**src/rtl/mont_reduce.sv**
```systemverilog
// Montgomery reduction out of the R = 2^len domain: mr_out = num_in * 2^-len mod N.
// Each RUN cycle performs one bit-serial halving step; FIX applies the final conditional subtract.
module mont_reduce (
  input  logic        clk,
  input  logic        rstn,
  input  logic        mr_start,
  input  logic [7:0]  len,
  input  logic [31:0] num_in,
  input  logic [31:0] modulus,
  output logic        mr_end,
  output logic        mr_err,
  output logic [31:0] mr_out
);

  typedef enum logic [1:0] {IDLE, RUN, FIX, DONE} state_e;

  state_e      state_q, state_d;
  logic [32:0] t_q, t_d;
  logic [7:0]  cnt_q, cnt_d;
  logic [31:0] nr_q, nr_d;
  logic [31:0] out_q, out_d;
  logic        err_q, err_d;

  always_comb begin
    // NOTE: every variable gets a default before the case so no path leaves it unassigned (no latches).
    state_d = state_q;
    t_d     = t_q;
    cnt_d   = cnt_q;
    nr_d    = nr_q;
    out_d   = out_q;
    err_d   = err_q;

    case (state_q)
      IDLE: begin
        if (mr_start) begin
          t_d   = {1'b0, num_in};
          cnt_d = len;
          nr_d  = modulus;
          if (!modulus[0]) begin
            state_d = DONE;
            err_d   = 1'b1;
            out_d   = '0;
          end else if (len == 8'd0) begin
            state_d = FIX;
          end else begin
            state_d = RUN;
          end
        end
      end
      RUN: begin
        // Sum is widened to 34 bits so the carry out of T + N survives the shift.
        t_d   = 33'(({1'b0, t_q} + {2'b0, nr_q & {32{t_q[0]}}}) >> 1);
        cnt_d = cnt_q - 8'd1;
        if (cnt_q == 8'd1) state_d = FIX;
      end
      FIX: begin
        out_d   = (t_q >= {1'b0, nr_q}) ? 32'(t_q - {1'b0, nr_q}) : t_q[31:0];
        err_d   = 1'b0;
        state_d = DONE;
      end
      DONE:    state_d = IDLE;
      default: state_d = IDLE;
    endcase
  end

  // NOTE: sequential state uses non-blocking assignments so all registers update together at the edge.
  always_ff @(posedge clk) begin
    if (!rstn) begin
      state_q <= IDLE;
      t_q     <= '0;
      cnt_q   <= '0;
      nr_q    <= '0;
      out_q   <= '0;
      err_q   <= 1'b0;
    end else begin
      state_q <= state_d;
      t_q     <= t_d;
      cnt_q   <= cnt_d;
      nr_q    <= nr_d;
      out_q   <= out_d;
      err_q   <= err_d;
    end
  end

  assign mr_end = (state_q == DONE);
  assign mr_err = err_q;
  assign mr_out = out_q;

endmodule

```
**config.mk**
```make
export PLATFORM = sky130hd
export DESIGN_NAME = mont_reduce
export DESIGN_NICKNAME = d
export VERILOG_FILES = /design/src/rtl/mont_reduce.sv
export SDC_FILE = /design/constraint.sdc
export NUM_CORES = 1
export LEC_CHECK = 0
export BUFFER_PORTS_ARGS = -buffer_cell sky130_fd_sc_hd__buf_2
export CAP_MARGIN = 20
export CELL_PAD_IN_SITES_DETAIL_PLACEMENT = 2
export CELL_PAD_IN_SITES_GLOBAL_PLACEMENT = 2
export CORE_MARGIN = 3
export CORE_UTILIZATION = 31
export CTS_CLUSTER_DIAMETER = 40
export DETAILED_ROUTE_END_ITERATION = 16
export PLACE_DENSITY = 0.78
export RECOVER_POWER = 100
export SLEW_MARGIN = 20
export SYNTH_ARGS = -nofsm -noshare
export SYNTH_HDL_FRONTEND = slang
export SYNTH_SLANG_ARGS = --single-unit
```
**constraint.sdc**
```tcl
create_clock -name clk -period 3.3 [get_ports clk]
set_clock_uncertainty 0.2 [all_clocks]
set_input_delay 0.99 -clock clk [delete_from_list [all_inputs] [get_ports clk]]
set_output_delay 0.99 -clock clk [all_outputs]
set_load 0.03 [all_outputs]
```
==> reports/qor.yml <==
r2r-start: "t_q[0]"
r2r_slack_ps: 110
port_buffers: 108
min_from: "mr_out[4]"
holdBufCountCts: 0
fmax_mhz: 313.8
avgSynthCellArea_um2: 7.616
yosysUniqueCellTypes: 76
placementRows: 58
wl_per_cell_um: 22.44
stdcell_count: 1526
overflow: 0
worstMarginPinSlew_ps: 867.3
setup_ws_ps: 113.0
hold_path.class: "flop to flop"
drt_iter0_drc: 497
gp_congestion: 0.9138
netlist_area_mm2: 0.008080
worst-path-max-fanout: 13
synthCells: 1061
synth_edf_count: 0
cp.depth: 13
cts_inserted_buffers: 9
ys_seq_elements: 108
synth_seq_area_share_pct: 26.76
dp_cells: 1501
max_stage_delay_ps: 410
h-tree-depth: 3
reg2regPathDepth: 13
grt_pass1_vias: 9057
ant_nets: 0
worstPathCellList: "inv_6, buf_12, nor2_1, ha_1, buf_4, nand2_1, o21a_1, a2111oi_4, a21oi_4, a311oi_4, a21oi_1, or4_1, o211ai_1"
endpoint_kind: "flop"
cp.arrival_ps: 3280
coreArea_mm2: 0.02540
diodes: 0
critPathCapture: "t_q[31]"
critPathBufInv: 3
grt_pass1_wl_mm: 52.34
dp_slack_ps: -122.6
setup_viol: 0
die_y_um: 167.4
drc: 0
peakVddDrop_uv: 429.6
final_nets: 1338
cts_buffer_depth: 2
die-width_um: 167.4
slew_violations: 0
synth-async-reset-ratio_pct: 0
syn_nets: 1208
cp-startpoint: "t_q[0]"
post_drt_via_cell_ratio: 5.696
layout-drive-gt1-share_pct: 17.22
antenna_found_initial: 0
ys.flop_type: "dfxtp_1"
area_growth_pct: 21.17
final_cell_mix: "nand2_1, a21oi_1, dfxtp_1, nor2_1, buf_2"
worst-setup-path-type: "flop to flop"
wl_mm: 34.24
status: "finished, final reports clean"
min_period_over_period_pct: 96.58
route.vias.total: 8692
cellLeakagePower_nw: 4.092
clk_pin_slew_ps: 90
io_pins: 109
timing.hold.ws_ps: 252.3
dr.pass1.iters: 8
drv_cap: 0
path_delay_family: "compound AO/OA/AOI/OAI gates"
dp_hpwl_mm: 25.81
gr-usage-all-layers_pct: 23.46
period_needed_ps: 3187
power_density_mw_per_mm2: 1065
cts_tree: "yes"
rr_endpoint: "t_q[31]"
startpoint_type: "flop"
fp.dieArea_mm2: 0.02804
grt_max_degree: 66
finalHoldViolCount: 0
clock_sinks: 108
start_util_pct: 31.81
slew_headroom_pct: 41.96
cts_root_buf: "clkbuf_16"
final_common_cell: "nand2_1"
yosysWarnings: 0
worstPathRequired_ps: 3390
critPathSlowestCell: "or4_1"
clkLatencyLatePin_ps: 370
per-layer routing:
layer	GRT usage (%)	vias up	share of wire, %
met5	0	-	0
met3	2.526	30	4.2
met1	33.92	4352	49
met4	4.945	0	1.4
li1	-	4102	-
met2	37.95	208	46
sequential cells by signal, indices dropped and copies added (netlist names):
register	count
t_q	33
mr_out	32
nr_q	32
cnt_q	8
state_q	2
mr_err	1
cells in the mapped netlist, types with 7 or more instances:
master / instances / share of area, %
nand2_1: 141 / 6.6
a21oi_1: 118 / 7.3
dfxtp_1: 108 / 27
nor2_1: 93 / 4.3
ha_1: 70 / 11
o21ai_0: 47 / 2.9
inv_1: 46 / 2.1
clkbuf_1: 45 / 2.1
o21ai_1: 42 / 2.6
a21o_1: 29 / 2.7
xnor2_1: 29 / 3.1
a211oi_1: 28 / 2.6
mux2i_1: 25 / 3.1
xor2_1: 22 / 2.4
nor3_1: 17 / 1.1
a32oi_1: 16 / 1.7
and3_1: 13 / 1.0
nand3_1: 13 / 0.81
a31oi_1: 11 / 0.85
o21a_1: 10 / 0.93
nor4_1: 9 / 0.70
o211ai_1: 9 / 0.84
nand2b_1: 8 / 0.62
nand4_1: 7 / 0.54
repair_timing:
| action | 4_1_cts | 5_1_grt |
|---|---|---|
| resized for setup | 8 | 39 |
| pin swaps | 1 | 14 |
| buffers inserted | 1 | 7 |
| endpoints found under the setup margin | 13 | 42 |
| cloned | 0 | 1 |
stage by stage:
| stage | total power [mW] | setup TNS (ps) | area (um2) | util [%] |
|---|---|---|---|---|
| 3_5_place_dp | 8.697 | -320.1 | 9268 | 36.49 |
| 4_1_cts | 10.01 | 0 | 9614 | 37.85 |
| 6_report | 10.43 | 0 | 9791 | 38.55 |
| 2_1_floorplan | 6.493 | 0 | 8080 | - |
| 5_1_grt | 11.23 | -133.8 | 9791 | 38.55 |
| 3_3_place_gp | 8.430 | -1.145 | 9268 | 36.49 |
tightest hold or removal path, delay by kind of cell, from the launching register on:
| kind | cells | cell delay (ps) |
|---|---|---|
| DFF | 1 | 320 |
| and+or+nand+nor | 1 | 50 |
| AOI/OAI and AO/OA | 1 | 50 |
layout make-up:
| class | count | area, um2 |
|---|---|---|
| inverters | 47 | 181.4 |
| clock buffers | 10 | 239.0 |
| flip-flops and latches | 108 | 2163 |
| well taps | 330 | 412.9 |
| fillers | 3026 | 15610 |
| repair buffers | 176 | 1054 |
| multi-input cells | 849 | 5675 |
| clock inverters | 6 | 65.06 |
worst min path at each step:
| stage | to | slack, ps | cells after the start |
|---|---|---|---|
| after floorplan | nr_q[10] | 240 | 2 |
| after global placement | mr_out[19] | 240 | 2 |
| after detailed placement | mr_out[4] | 240 | 2 |
| after CTS | mr_out[18] | 260 | 2 |
| after global routing | mr_out[9] | 270 | 2 |
| final | mr_out[4] | 250 | 2 |
kinds of logic after synthesis:
group / count (synthesis) / share of synthesized area (%)
AOI/OAI and AO/OA: 376 / 30.41
xor gates and xnor gates: 51 / 5.528
adders and majority gates: 72 / 11.33
buffers and inverters: 104 / 5.187
DFF: 108 / 26.76
muxes: 25 / 3.097
and+or+nand+nor: 325 / 17.68
report_power, final:
group	switching (mW)	internal, mW
clock network	0.617	0.559
logic	4.41	2.85
registers	0.366	1.63
(Power assumes the default switching activity.)
